--- src/rtl/pc_next_unit_pkg.sv ---
// Shared types, widths and reset/trap defaults for the program-counter unit.
package pc_next_unit_pkg;

    localparam int unsigned DATA_WIDTH = 32;

    localparam logic [DATA_WIDTH-1:0] RESET_VECTOR_DEF = 32'h0000_0000;
    localparam logic [DATA_WIDTH-1:0] TRAP_VECTOR_DEF  = 32'h0000_0100;
    localparam int unsigned           INSTR_BYTES_DEF  = 4;

    // Next-PC source select
    typedef enum logic [1:0] {
        PC_SEL_SEQ  = 2'd0,
        PC_SEL_BR   = 2'd1,
        PC_SEL_JALR = 2'd2,
        PC_SEL_PEND = 2'd3
    } pc_sel_e;

    // Redirect buffering state
    typedef enum logic {
        ST_IDLE    = 1'b0,
        ST_PENDING = 1'b1
    } pc_state_e;

    // Compressed mode only needs halfword alignment; otherwise only bit1 is checked.
    function automatic logic is_misaligned(input logic [DATA_WIDTH-1:0] tgt,
                                           input logic                  allow_compressed);
        return allow_compressed ? tgt[0] : tgt[1];
    endfunction

endpackage

--- src/rtl/pc_next_unit_if.sv ---
// Redirect request inputs and PC/fault outputs of the program-counter unit.
interface pc_next_unit_if;
    import pc_next_unit_pkg::*;

    logic                  stall;
    logic                  branch_taken;
    logic [DATA_WIDTH-1:0] offset;
    logic                  jalr_en;
    logic [DATA_WIDTH-1:0] jalr_base;
    logic [DATA_WIDTH-1:0] jalr_imm;

    logic [DATA_WIDTH-1:0] pc;
    logic [DATA_WIDTH-1:0] pc_plus;
    logic                  redirect_pending;
    logic                  misaligned;
    logic [DATA_WIDTH-1:0] bad_addr;

    modport master (
        output stall, branch_taken, offset, jalr_en, jalr_base, jalr_imm,
        input  pc, pc_plus, redirect_pending, misaligned, bad_addr
    );

    modport slave (
        input  stall, branch_taken, offset, jalr_en, jalr_base, jalr_imm,
        output pc, pc_plus, redirect_pending, misaligned, bad_addr
    );

endinterface

--- src/rtl/pc_target_calc.sv ---
// Combinational target arithmetic: sequential, branch and JALR targets, the
// selected redirect target and its alignment fault flag.
module pc_target_calc
    import pc_next_unit_pkg::*;
#(
    parameter int unsigned INSTR_BYTES      = INSTR_BYTES_DEF,
    parameter int unsigned ALLOW_COMPRESSED = 0
) (
    input  logic [DATA_WIDTH-1:0] pc,
    input  logic [DATA_WIDTH-1:0] offset,
    input  logic [DATA_WIDTH-1:0] jalr_base,
    input  logic [DATA_WIDTH-1:0] jalr_imm,
    input  logic [DATA_WIDTH-1:0] pend_tgt,
    input  pc_sel_e               sel,
    output logic [DATA_WIDTH-1:0] pc_plus,
    output logic [DATA_WIDTH-1:0] br_tgt,
    output logic [DATA_WIDTH-1:0] jr_tgt,
    output logic [DATA_WIDTH-1:0] sel_tgt,
    output logic                  tgt_misaligned
);

    logic [DATA_WIDTH-1:0] jr_sum;

    // All sums wrap modulo 2^DATA_WIDTH
    always_comb begin
        pc_plus = pc + DATA_WIDTH'(INSTR_BYTES);
        br_tgt  = pc + offset;
        jr_sum  = jalr_base + jalr_imm;
        jr_tgt  = {jr_sum[DATA_WIDTH-1:1], 1'b0};
    end

    always_comb begin
        sel_tgt = pc_plus;
        case (sel)
            PC_SEL_BR:   sel_tgt = br_tgt;
            PC_SEL_JALR: sel_tgt = jr_tgt;
            PC_SEL_PEND: sel_tgt = pend_tgt;
            default:     sel_tgt = pc_plus;
        endcase
    end

    // The sequential path is never checked for alignment
    always_comb begin
        tgt_misaligned = 1'b0;
        if (sel != PC_SEL_SEQ) begin
            tgt_misaligned = is_misaligned(sel_tgt, ALLOW_COMPRESSED != 0);
        end
    end

endmodule

--- src/rtl/pc_next_unit.sv ---
// Program-counter register with next-PC selection, stall-time redirect
// buffering and misaligned-target trapping.
module pc_next_unit
    import pc_next_unit_pkg::*;
#(
    parameter logic [DATA_WIDTH-1:0] RESET_VECTOR     = RESET_VECTOR_DEF,
    parameter logic [DATA_WIDTH-1:0] TRAP_VECTOR      = TRAP_VECTOR_DEF,
    parameter int unsigned           INSTR_BYTES      = INSTR_BYTES_DEF,
    parameter int unsigned           ALLOW_COMPRESSED = 0
) (
    input  logic           clk,
    input  logic           rst,
    pc_next_unit_if.slave  bus
);

    pc_state_e             state_q, state_d;
    logic [DATA_WIDTH-1:0] pc_q, pc_d;
    logic [DATA_WIDTH-1:0] pend_tgt_q, pend_tgt_d;
    logic                  mis_q, mis_d;
    logic [DATA_WIDTH-1:0] bad_q, bad_d;

    pc_sel_e               sel;
    logic [DATA_WIDTH-1:0] pc_plus;
    logic [DATA_WIDTH-1:0] br_tgt;
    logic [DATA_WIDTH-1:0] jr_tgt;
    logic [DATA_WIDTH-1:0] sel_tgt;
    logic                  tgt_misaligned;

    pc_target_calc #(
        .INSTR_BYTES      (INSTR_BYTES),
        .ALLOW_COMPRESSED (ALLOW_COMPRESSED)
    ) u_calc (
        .pc             (pc_q),
        .offset         (bus.offset),
        .jalr_base      (bus.jalr_base),
        .jalr_imm       (bus.jalr_imm),
        .pend_tgt       (pend_tgt_q),
        .sel            (sel),
        .pc_plus        (pc_plus),
        .br_tgt         (br_tgt),
        .jr_tgt         (jr_tgt),
        .sel_tgt        (sel_tgt),
        .tgt_misaligned (tgt_misaligned)
    );

    // Source priority when running: pending > JALR > branch > sequential
    always_comb begin
        sel = PC_SEL_SEQ;
        if (!bus.stall) begin
            if (state_q == ST_PENDING) begin
                sel = PC_SEL_PEND;
            end else if (bus.jalr_en) begin
                sel = PC_SEL_JALR;
            end else if (bus.branch_taken) begin
                sel = PC_SEL_BR;
            end
        end
    end

    // Next-state: buffer redirects while stalled, apply one target otherwise
    always_comb begin
        state_d    = state_q;
        pc_d       = pc_q;
        pend_tgt_d = pend_tgt_q;
        mis_d      = 1'b0;
        bad_d      = bad_q;

        if (bus.stall) begin
            if (bus.jalr_en) begin
                pend_tgt_d = jr_tgt;
                state_d    = ST_PENDING;
            end else if (bus.branch_taken) begin
                pend_tgt_d = br_tgt;
                state_d    = ST_PENDING;
            end
        end else begin
            state_d = ST_IDLE;
            if (sel == PC_SEL_SEQ) begin
                pc_d = pc_plus;
            end else if (tgt_misaligned) begin
                pc_d  = TRAP_VECTOR;
                mis_d = 1'b1;
                bad_d = sel_tgt;
            end else begin
                pc_d = sel_tgt;
            end
        end
    end

    always_ff @(posedge clk) begin
        if (rst) begin
            state_q    <= ST_IDLE;
            pc_q       <= RESET_VECTOR;
            pend_tgt_q <= '0;
            mis_q      <= 1'b0;
            bad_q      <= '0;
        end else begin
            state_q    <= state_d;
            pc_q       <= pc_d;
            pend_tgt_q <= pend_tgt_d;
            mis_q      <= mis_d;
            bad_q      <= bad_d;
        end
    end

    assign bus.pc               = pc_q;
    assign bus.pc_plus          = pc_plus;
    assign bus.redirect_pending = (state_q == ST_PENDING);
    assign bus.misaligned       = mis_q;
    assign bus.bad_addr         = bad_q;

endmodule
--- src/flat_wrapper.sv ---
// flat-port wrapper written by rule: the top's interface ports become plain ports
module pc_next_unit_flat import pc_next_unit_pkg::*;
#(
    parameter logic [DATA_WIDTH-1:0] RESET_VECTOR     = RESET_VECTOR_DEF,
    parameter logic [DATA_WIDTH-1:0] TRAP_VECTOR      = TRAP_VECTOR_DEF,
    parameter int unsigned           INSTR_BYTES      = INSTR_BYTES_DEF,
    parameter int unsigned           ALLOW_COMPRESSED = 0
)
  (clk, rst, bus_stall, bus_branch_taken, bus_offset, bus_jalr_en, bus_jalr_base, bus_jalr_imm, bus_pc, bus_pc_plus, bus_redirect_pending, bus_misaligned, bus_bad_addr);
  pc_next_unit_if bus_i ();
  input  logic clk;
  input  logic rst;
  input wire logic [$bits(bus_i.stall)-1:0] bus_stall;
  input wire logic [$bits(bus_i.branch_taken)-1:0] bus_branch_taken;
  input wire logic [$bits(bus_i.offset)-1:0] bus_offset;
  input wire logic [$bits(bus_i.jalr_en)-1:0] bus_jalr_en;
  input wire logic [$bits(bus_i.jalr_base)-1:0] bus_jalr_base;
  input wire logic [$bits(bus_i.jalr_imm)-1:0] bus_jalr_imm;
  output wire logic [$bits(bus_i.pc)-1:0] bus_pc;
  output wire logic [$bits(bus_i.pc_plus)-1:0] bus_pc_plus;
  output wire logic [$bits(bus_i.redirect_pending)-1:0] bus_redirect_pending;
  output wire logic [$bits(bus_i.misaligned)-1:0] bus_misaligned;
  output wire logic [$bits(bus_i.bad_addr)-1:0] bus_bad_addr;
  assign bus_i.stall = bus_stall;
  assign bus_i.branch_taken = bus_branch_taken;
  assign bus_i.offset = bus_offset;
  assign bus_i.jalr_en = bus_jalr_en;
  assign bus_i.jalr_base = bus_jalr_base;
  assign bus_i.jalr_imm = bus_jalr_imm;
  assign bus_pc = bus_i.pc;
  assign bus_pc_plus = bus_i.pc_plus;
  assign bus_redirect_pending = bus_i.redirect_pending;
  assign bus_misaligned = bus_i.misaligned;
  assign bus_bad_addr = bus_i.bad_addr;
  pc_next_unit #(.RESET_VECTOR(RESET_VECTOR), .TRAP_VECTOR(TRAP_VECTOR), .INSTR_BYTES(INSTR_BYTES), .ALLOW_COMPRESSED(ALLOW_COMPRESSED)) u_core (.clk(clk), .rst(rst), .bus(bus_i));
endmodule
--- config.mk ---
export PLATFORM = sky130hd
export DESIGN_NAME = pc_next_unit_flat
export DESIGN_NICKNAME = d
export VERILOG_FILES = /design/src/rtl/pc_next_unit_pkg.sv /design/src/rtl/pc_next_unit_if.sv /design/src/rtl/pc_target_calc.sv /design/src/rtl/pc_next_unit.sv /design/src/flat_wrapper.sv
export SDC_FILE = /design/constraint.sdc
export NUM_CORES = 1
export LEC_CHECK = 0
export CAP_MARGIN = 15
export CORE_ASPECT_RATIO = 0.5
export CORE_MARGIN = 5
export CORE_UTILIZATION = 46
export CTS_CLUSTER_SIZE = 14
export DETAILED_ROUTE_END_ITERATION = 10
export GPL_ROUTABILITY_DRIVEN = 1
export PLACE_DENSITY = 0.85
export SETUP_SLACK_MARGIN = 0.5
export SLEW_MARGIN = 20
export SYNTH_ARGS = -nofsm -noshare
export SYNTH_HDL_FRONTEND = slang
export SYNTH_SLANG_ARGS = --single-unit
--- constraint.sdc ---
create_clock -name clk -period 4.9 [get_ports clk]
set_input_delay 1.47 -clock clk [delete_from_list [all_inputs] [get_ports clk]]
set_output_delay 1.47 -clock clk [all_outputs]
set_load 0.05 [all_outputs]
==> metrics.cfg, run 1 <==
[die]
dieWidth_um = 200
initial_core_util_pct = 47.4
top_level_ports = 199
die_y_um = 105
die_area_um2 = 21100
rows = 34
core_area_um2 = 17600

[global_routing]
first_global_vias = 8903
grt_overflow_total = 0
grt_pass1_wl_um = 50000
track_usage_pct = 29.1
grt_antenna_before_repair = 0
grt_max_degree = 44

[power]
switching_power_w = 0.00127
vdd_drop_max_uv = 166
power_switching_share_pct = 42.4
intPower_w = 0.00173
p_leak_nw = 4.44
power_frac_comb_pct = 44.6
power_density_nw_per_um2 = 273
clkPwrFrac_pct = 24.2
seq_power_share_pct = 31.2

[critical_path]
worstPathCellList = and4_1, nand4_1, nor2_1, nand4_1, nor2_1, nand3_1, xnor2_1, clkbuf_2
cp.required_ns = 3.43
critPathMaxFanout = 5
cp.arrival_ns = 2.86
cpMaxStageDelayCell = dfxtp_1
critPathMaxStageDelay_ns = 0.47
critPathCaptureType = output port
crit_family = simple AND/OR/NAND/NOR gates
path_class = flop to output port
start_kind = flop
cp_num_buf_inv = 1

[clocking]
cts.sinks = 98
clk-insertion-delay-late_ns = 0.35
cts_hold_buf = 0
cts_tree = yes
h-tree-depth = 3
clock_path_buffers = 2
clk_pin_slew_worst_paths_ns = 0.08
cts_buffers = 9
cts_root_buf = clkbuf_16

[cells_and_area]
fin_cells = 1521
fin_nets = 1447
n_antenna_cell = 0
final_cell_mix = clkdlybuf4s50_1, nor2_1, dfxtp_1, nand2_1, a21oi_1
drive_gt1_share_pct = 8.08
syn_to_final_growth_pct = 32.1
layout_commonest_cell = clkdlybuf4s50_1

[synth]
ys.flop_type = dfxtp_1
ys_ff_latch = 98
async_flop_share_pct = 0
seq_area_frac_synth_pct = 23.6
synth_edf_count = 0
synthCells = 1104
synth_nets = 1269
syn_area_um2 = 8330
synth_cell_types = 73
yosysWarnings = 0
syn_area_per_cell_um2 = 7.54

[route]
drtIter0Drc = 1285
ant_nets = 0
drc = 0
viasPerCell = 6.40
wire_per_inst_um = 21.8
dr.pass1.iters = 8
vias = 9741
routed_wl_um = 33100

[sta]
hold_viol = 0
relSlewSlack_pct = 37.6
period_needed_ns = 4.33
rsz0062_at_grt = yes
fmax_ghz = 0.231
drv_slew = 0
fin_setup_tns_ns = 0
finalClockSkew_ns = 0.0130
setup_viol = 0
post-route-period-util_pct = 88.3
worst_slew_pin_slew_ns = 0.936

[placement]
hpwl_um = 26100
portBuffers = 198
dp.cells = 1505
routabilityCongestion = 1.05

[job]
drv_cap = 0

[status]
status = finished, final reports clean

[min_path]
hp-class = flop to flop

[cell type report]
class | instances | area [µm²]
clock buffers | 10 | 239
clock inverters | 6 | 56.3
fillers | 1526 | 6570
inverters | 20 | 75.1
multi-input cells | 912 | 6110
flip-flops and latches | 98 | 1970
well taps | 234 | 293
repair buffers | 241 | 2260
[state kept, by name, indices dropped and copies added (netlist names)]
name and flops:
u_core.bus.pc 32, u_core.pend_tgt_q 32, u_core.bus.misaligned 1, u_core.bus.redirect_pending 1, u_core.bus.bad_addr 32
[per-stage QoR]
step / power (W) / utilization [%] / area, µm² / setup slack, ns / hold slack, ns
2_1_floorplan: 0.00176 / - / 8330 / 0.585 / 0.432
3_3_place_gp: 0.00222 / 60.7 / 10700 / 0.261 / 0.438
3_5_place_dp: 0.00224 / 60.7 / 10700 / 0.135 / 0.457
4_1_cts: 0.00295 / 62.3 / 10900 / 0.329 / 0.468
5_1_grt: 0.00312 / 62.6 / 11000 / 0.408 / 0.503
6_report: 0.00300 / 62.6 / 11000 / 0.573 / 0.471
[worst paths after layout]
kind / startpoint / to / slack, ns / cells after the start
worst min register to register: u_core.pend_tgt_q[7]$_SDFFE_PP0P_ / u_core.pend_tgt_q[7]$_SDFFE_PP0P_ / 0.47 / 2
worst max register to register: u_core.bus.pc[23]$_SDFFE_PP0N_ / u_core.bus.bad_addr[30]$_SDFFE_PP0P_ / 1.62 / 11
worst min-delay path: u_core.pend_tgt_q[7]$_SDFFE_PP0P_ / u_core.pend_tgt_q[7]$_SDFFE_PP0P_ / 0.47 / 2
worst max-delay path: u_core.bus.pc[9]$_SDFFE_PP0N_ / bus_pc_plus[27] / 0.57 / 8
[timing repair]
item | 4_1_cts | 5_1_grt
gates resized for setup | 21 | 34
setup endpoints to repair | 15 | 30
pin swaps | 0 | 4
setup buffers | 0 | 0
[kinds of logic (layout without fill, tap and decap cells)]
| group | count (synthesis) | after routing | share of synthesized area (%) |
|---|---|---|---|
| AO/OA/AOI/OAI | 391 | 391 | 32.3 |
| XOR/XNOR | 87 | 87 | 9.15 |
| adder cells (fa/ha/maj) | 64 | 64 | 9.80 |
| buffers and inverters | 94 | 277 | 4.40 |
| flip-flops | 98 | 98 | 23.6 |
| multiplexers | 7 | 7 | 0.842 |
| AND/OR/NAND/NOR | 363 | 363 | 20.0 |
[layer usage]
metal,routed length [µm],vias up,GRT usage (%)
met3,4680,42,10.2
met5,0,-,0
met1,14600,4585,42.9
li1,-,4483,-
met2,13500,631,41.4
met4,357,0,4.66
[cells in the mapped netlist (all sizes together) (13+ instances only)]
master,count,share of area (%)
a22oi,23,2.1
nand3,27,1.6
dfxtp,98,24
nor3,31,1.9
o211ai,13,1.2
xor2,43,4.5
nor2,133,6.0
xnor2,44,4.6
and3,17,1.3
clkbuf,64,2.9
ha,62,9.3
nand2,93,4.2
a21oi,93,5.7
a21o,25,2.3
nand4,20,1.5
inv,19,0.86
a211oi,45,4.1
a221oi,17,2.2
o21ai,75,4.5
[tightest hold or removal path, cell delays in order, from the launching register on]
cell     delay [ns]
dfxtp_1        0.31
nand2_1        0.06
a21oi_1        0.05
[power groups by stage]
stage | clock [W] | sequential, W | combinational [W]
global placement | 0 | 0.000948 | 0.00127
CTS | 0.000728 | 0.000933 | 0.00129
floorplan | 0 | 0.00108 | 0.000687
finish | 0.000725 | 0.000937 | 0.00134
global route | 0.000757 | 0.000943 | 0.00142
detailed placement | 0 | 0.000951 | 0.00129
Power figures use the tool's default switching activity.
==> run 2, diff against run 1 <==
--- a/config.mk
+++ b/config.mk
@@ -14,6 +14,7 @@
 export GPL_ROUTABILITY_DRIVEN = 1
 export PLACE_DENSITY = 0.85
 export SETUP_SLACK_MARGIN = 0.5
+export SKIP_CTS_REPAIR_TIMING = 1
 export SLEW_MARGIN = 20
 export SYNTH_ARGS = -nofsm -noshare
 export SYNTH_HDL_FRONTEND = slang
==> run 2 against run 1 <==
Against the previous run:
- routed wire length about the same
- first-iteration DRC count down 1.2%
- final area is 0.19% higher
- largest power group unchanged
- utilization grew 0.12 points
- global-route usage is essentially flat
- critical path depth did not move
- maximum frequency is 5.0% lower
- highest routed layer unchanged
- sequential share of layout area fell by 0.057 points
==> metrics.cfg, run 2 (synthesized netlist as in run 1, its figures left out) <==
[power]
power_switching_share_pct = 42.4  ; about the same
vdd_drop_max_uv = 167  ; +0.33%
power_frac_comb_pct = 44.5  ; about the same
seq_power_share_pct = 31.3  ; about the same
switching_power_w = 0.00127  ; about the same
p_leak_nw = 4.55  ; +2.4%
intPower_w = 0.00173  ; about the same
clkPwrFrac_pct = 24.2  ; about the same
power_density_nw_per_um2 = 272  ; -0.26%

[clocking]
cts_tree = yes
cts_root_buf = clkbuf_16
cts_buffers = 9  ; unchanged
clock_path_buffers = 2  ; unchanged
clk_pin_slew_worst_paths_ns = 0.08  ; about the same
h-tree-depth = 3  ; unchanged
cts.sinks = 98  ; unchanged
clk-insertion-delay-late_ns = 0.35  ; about the same

[cells_and_area]
n_antenna_cell = 0  ; unchanged
drive_gt1_share_pct = 7.54  ; -0.54 points
layout_commonest_cell = clkdlybuf4s50_1
fin_nets = 1447  ; unchanged
fin_cells = 1521  ; unchanged
final_cell_mix = clkdlybuf4s50_1, nor2_1, dfxtp_1, nand2_1, a21oi_1
syn_to_final_growth_pct = 32.4

[die]
initial_core_util_pct = 47.4  ; unchanged
die_y_um = 105  ; unchanged
rows = 34  ; unchanged
dieWidth_um = 200  ; unchanged
core_area_um2 = 17600  ; unchanged
die_area_um2 = 21100  ; unchanged
top_level_ports = 199  ; unchanged

[min_path]
hp-class = flop to flop

[placement]
routabilityCongestion = 1.05  ; unchanged
dp.cells = 1505  ; unchanged
portBuffers = 198  ; unchanged
hpwl_um = 26100  ; unchanged

[sta]
setup_viol = 0  ; unchanged
worst_slew_pin_slew_ns = 0.925  ; -0.0116 ns
post-route-period-util_pct = 93.0  ; +4.7 points
rsz0062_at_grt = yes
hold_viol = 0  ; unchanged
fin_setup_tns_ns = 0  ; unchanged
drv_slew = 0  ; unchanged
relSlewSlack_pct = 38.4  ; +0.77 points
fmax_ghz = 0.219  ; -5.0%
period_needed_ns = 4.56  ; +0.229 ns
finalClockSkew_ns = 0.0119  ; -0.00111 ns

[critical_path]
critPathCaptureType = output port
critPathMaxStageDelay_ns = 0.50  ; +0.03 ns
worstPathCellList = and4_1, nand4_1, nor2_1, nand4_1, nor2_1, nand3_1, xnor2_1, dlymetal6s2s_1
cp.required_ns = 3.43  ; about the same
cp.arrival_ns = 3.09  ; +0.23 ns
cpMaxStageDelayCell = dfxtp_1
critPathMaxFanout = 6  ; +1
path_class = flop to output port
start_kind = flop

[global_routing]
first_global_vias = 8906  ; +0.034%
grt_max_degree = 44  ; unchanged
track_usage_pct = 29.1  ; about the same
grt_pass1_wl_um = 49900  ; about the same
grt_antenna_before_repair = 0  ; unchanged
grt_overflow_total = 0  ; unchanged

[route]
viasPerCell = 6.34  ; -1.1%
routed_wl_um = 33100  ; about the same
drtIter0Drc = 1270  ; -1.2%
ant_nets = 0  ; unchanged
drc = 0  ; unchanged
vias = 9636  ; -1.1%
wire_per_inst_um = 21.8  ; about the same
dr.pass1.iters = 6  ; -2

[job]
drv_cap = 0  ; unchanged

[status]
status = finished, final reports clean

## run 2: changes by cell type in the layout (fill, tap and decap cells not counted)
cell,before,now
clkdlybuf4s15_2,2,0
dfxtp_1,95,97
clkbuf_2,8,6
dlymetal6s2s_1,3,10
dlygate4sd2_1,3,0
nor3_2,2,1
nor3_1,29,30
dfxtp_2,3,1
## run 2: worst paths after layout
check	startpoint	endpoint	slack (ns)	depth (start not counted)
min reg2reg	u_core.pend_tgt_q[7]$_SDFFE_PP0P_	u_core.pend_tgt_q[7]$_SDFFE_PP0P_	0.47	2
max	u_core.bus.pc[8]$_SDFFE_PP0N_	bus_pc_plus[27]	0.34	8
min	u_core.pend_tgt_q[7]$_SDFFE_PP0P_	u_core.pend_tgt_q[7]$_SDFFE_PP0P_	0.47	2
max reg2reg	u_core.bus.pc[23]$_SDFFE_PP0N_	u_core.bus.bad_addr[30]$_SDFFE_PP0P_	1.64	11
## run 2: routing by layer
metal | vias to the layer above | global-route usage, % | part of all wire, %
li1 | 4480 | - | -
met1 | 4534 | 43.0 | 45
met2 | 585 | 41.4 | 41
met3 | 37 | 10.1 | 14
met4 | 0 | 4.66 | 1.0
met5 | - | 0 | 0
## run 2: critical path, delay by kind of cell (launching register included)
kind | cells | cell delay [ns]
simple gates | 6 | 1.60
buf+inv | 1 | 0.45
xor+xnor | 1 | 0.17
flops | 1 | 0.50
## run 2: layout make-up
type | count | area (µm²)
timing repair buffer | 241 | 2290
multi-input combinational | 912 | 6100
sequential | 98 | 1960
clock buffer | 10 | 239
fill | 1517 | 6550
clock inverter | 6 | 56.3
tap | 234 | 293
inverter | 20 | 75.1
## run 2: per-stage QoR
step                      cell area [µm²]  utilization [%]  worst slack [ns]  total power [W]  hold WS (ns)
after detailed placement            10700             60.7             0.135          0.00224         0.457
after global placement              10700             60.7             0.261          0.00222         0.438
after global routing                11000             62.7             0.250          0.00311         0.503
final                               11000             62.7             0.344          0.00300         0.472
after floorplan                      8330                -             0.585          0.00176         0.432
after CTS                           11000             62.3            0.0418          0.00296         0.468
## run 2: power by group through the flow
stage	sequential (W)	clock [W]	combinational (W)
floorplan	0.00108	0	0.000687
detailed placement	0.000951	0	0.00129
global route	0.000943	0.000757	0.00141
finish	0.000937	0.000725	0.00134
global placement	0.000948	0	0.00127
CTS	0.000933	0.000728	0.00129
==> run 3, diff against run 2 <==
--- a/config.mk
+++ b/config.mk
@@ -12,6 +12,7 @@
 export CTS_CLUSTER_SIZE = 14
 export DETAILED_ROUTE_END_ITERATION = 10
 export GPL_ROUTABILITY_DRIVEN = 1
+export GPL_TIMING_DRIVEN = 0
 export PLACE_DENSITY = 0.85
 export SETUP_SLACK_MARGIN = 0.5
 export SKIP_CTS_REPAIR_TIMING = 1
==> run 3 against run 2 <==
Against the previous run:
- final cell count is 2.8% higher
- clock skew is 0.0063 ns lower
- global-route usage is 1.8 points higher
- die area stayed put
- non-clock buffer count is 41 higher
- first-iteration DRC count is 8.7% lower
- total power is 2.1% higher
- sequential cell count stayed put
- largest power group unchanged
- highest routed layer unchanged
==> metrics.cfg, run 3 (synthesized netlist as in run 1, its figures left out) <==
[status]
status = finished, final reports clean

[critical_path]
reg2reg_from = u_core.bus.pc[0]$_SDFFE_PP0P_
reg2reg_slack_ns = 1.59  ; -0.05 ns
path_class = flop to output port
cp.arrival_ns = 3.01  ; -0.08 ns
cp.required_ns = 3.43  ; about the same
critPathMaxFanout = 6  ; unchanged
critPathCaptureType = output port
start_kind = flop
reg2regPathDepth = 11  ; unchanged
r2r_end = u_core.bus.bad_addr[14]$_SDFFE_PP0P_

[die]
die_y_um = 105  ; unchanged
rows = 34  ; unchanged
core_area_um2 = 17600  ; unchanged
dieWidth_um = 200  ; unchanged
die_area_um2 = 21100  ; unchanged
initial_core_util_pct = 47.4  ; unchanged
top_level_ports = 199  ; unchanged

[cells_and_area]
multi_input_area_um2 = 6280  ; +2.9%
syn_to_final_growth_pct = 35.0
fillers = 1557  ; +2.6%
fin_util_pct = 64.0  ; +1.2 points
final_cell_mix = clkdlybuf4s50_1, nor2_1, dfxtp_1, nand2_1, a21oi_1
fin_nets = 1488  ; +2.8%
final_cell_area_um2 = 11200  ; +2.0%
regArea_um2 = 1960  ; about the same
layout_commonest_cell = clkdlybuf4s50_1
drive_gt1_share_pct = 7.38  ; -0.16 points
fin_cells = 1563  ; +2.8%

[clocking]
cts_buffers = 9  ; unchanged
cts.sinks = 98  ; unchanged
cts_tree = yes
clk-insertion-delay-late_ns = 0.35  ; about the same
cts_root_buf = clkbuf_16
h-tree-depth = 3  ; unchanged
clock_path_buffers = 2  ; unchanged
clk_pin_slew_worst_paths_ns = 0.08  ; about the same

[route]
drc = 0  ; unchanged
wire_per_inst_um = 22.2  ; +2.1%
drtIter0Drc = 1160  ; -8.7%
vias = 9821  ; +1.9%
viasPerCell = 6.28  ; -0.82%
ant_nets = 0  ; unchanged
routed_wl_um = 34700  ; +4.9%
dr.pass1.iters = 7  ; +1

[placement]
dp.cells = 1535  ; +2.0%
dpl-instance-area_um2 = 10600  ; -0.49%
portBuffers = 197  ; -0.51%
hpwl_um = 27600  ; +5.8%
routabilityCongestion = 1.01  ; -4.1%

[global_routing]
grt_overflow_total = 0  ; unchanged
grt_antenna_before_repair = 0  ; unchanged
grt_pass1_wl_um = 52100  ; +4.2%
first_global_vias = 9082  ; +2.0%
grt_max_degree = 19  ; -57%
track_usage_pct = 31.0  ; +1.8 points

[power]
power_frac_comb_pct = 45.0  ; +0.5 points
intPower_w = 0.00173  ; about the same
power_density_nw_per_um2 = 272  ; about the same
power_switching_share_pct = 43.5  ; +1.1 points
switching_power_w = 0.00133  ; +4.8%
p_leak_nw = 4.55  ; about the same
clkPwrFrac_pct = 24.3  ; about the same
seq_power_share_pct = 30.6  ; -0.7 points
vdd_drop_max_uv = 227  ; +36%

[sta]
finalClockSkew_ns = 0.00554  ; -0.00635 ns
setup_viol = 0  ; unchanged
drv_slew = 0  ; unchanged
rsz0062_at_grt = yes
worst_slew_pin_slew_ns = 0.996  ; +0.0718 ns
relSlewSlack_pct = 33.6  ; -4.8 points
post-route-period-util_pct = 91.4  ; -1.6 points
fmax_ghz = 0.223  ; +1.8%
hold_viol = 0  ; unchanged
period_needed_ns = 4.48  ; -0.0796 ns

[min_path]
hp-class = flop to flop
holdPathStages = 2  ; unchanged
min_from = u_core.pend_tgt_q[2]$_SDFFE_PP0P_
hold-path-endpoint = u_core.pend_tgt_q[2]$_SDFFE_PP0P_

[job]
drv_cap = 0  ; unchanged

## run 3: changes by cell type in the layout (fill, tap and decap cells not counted), moves of 4 or more
cell | previous run | this run
a21oi_2 | 2 | 7
clkbuf_1 | 0 | 62
clkbuf_2 | 6 | 11
a221oi_4 | 3 | 7
buf_4 | 43 | 12
a21oi_1 | 91 | 86
## run 3: final cells by class
cell class,instances,area share (%)
clock inverter,6,0.534
buffer,74,2.62
inverter,20,0.668
antenna,1,0.0223
sequential,98,17.5
tap,234,2.60
multi-input combinational,912,55.9
clock buffer,10,2.13
timing repair buffer,208,18.1
## run 3: per-stage QoR
step / setup TNS, ns / hold WS (ns) / setup slack, ns / total power [W]
final: 0 / 0.461 / 0.423 / 0.00306
after global routing: 0 / 0.494 / 0.333 / 0.00317
after CTS: -0.156 / 0.467 / -0.156 / 0.00295
after detailed placement: -1.83 / 0.458 / -0.315 / 0.00222
after global placement: -1.59 / 0.448 / -0.296 / 0.00221
after floorplan: 0 / 0.432 / 0.585 / 0.00176
## run 3: routing by layer
metal	global-route usage, %	wire length [µm]	up-vias
met2	44.8	14100	605
met1	44.4	15000	4601
met4	5.35	478	0
li1	-	-	4562
met5	0	0	-
met3	11.6	5100	53
## run 3: critical path, stage by stage (launching register included)
cell and delay (ns):
dfxtp_1 0.51, and4_1 0.35, and4_1 0.29, nand2_1 0.11, nor4_4 0.43, and3_1 0.31
and3_1 0.24, xor2_2 0.14, clkbuf_2 0.29
## run 3: how the worst max path moves through the flow
stage | from | endpoint
2_1_floorplan | u_core.bus.pc[7]$_SDFFE_PP0N_ | bus_pc_plus[27]
3_3_place_gp | bus_offset[0] | u_core.bus.bad_addr[18]$_SDFFE_PP0P_
3_5_place_dp | bus_offset[0] | u_core.bus.bad_addr[18]$_SDFFE_PP0P_
4_1_cts | u_core.bus.pc[8]$_SDFFE_PP0N_ | bus_pc_plus[31]
5_1_grt | u_core.bus.pc[14]$_SDFFE_PP0N_ | bus_pc_plus[31]
6_report | u_core.bus.pc[8]$_SDFFE_PP0N_ | bus_pc_plus[31]
## run 3: power by group through the flow
| stage | Combinational (W) | Sequential, W | Clock [W] |
|---|---|---|---|
| after global routing | 0.00146 | 0.000945 | 0.000766 |
| after detailed placement | 0.00127 | 0.000950 | 0 |
| after global placement | 0.00126 | 0.000947 | 0 |
| final | 0.00138 | 0.000937 | 0.000745 |
| after CTS | 0.00128 | 0.000932 | 0.000739 |
| after floorplan | 0.000687 | 0.00108 | 0 |
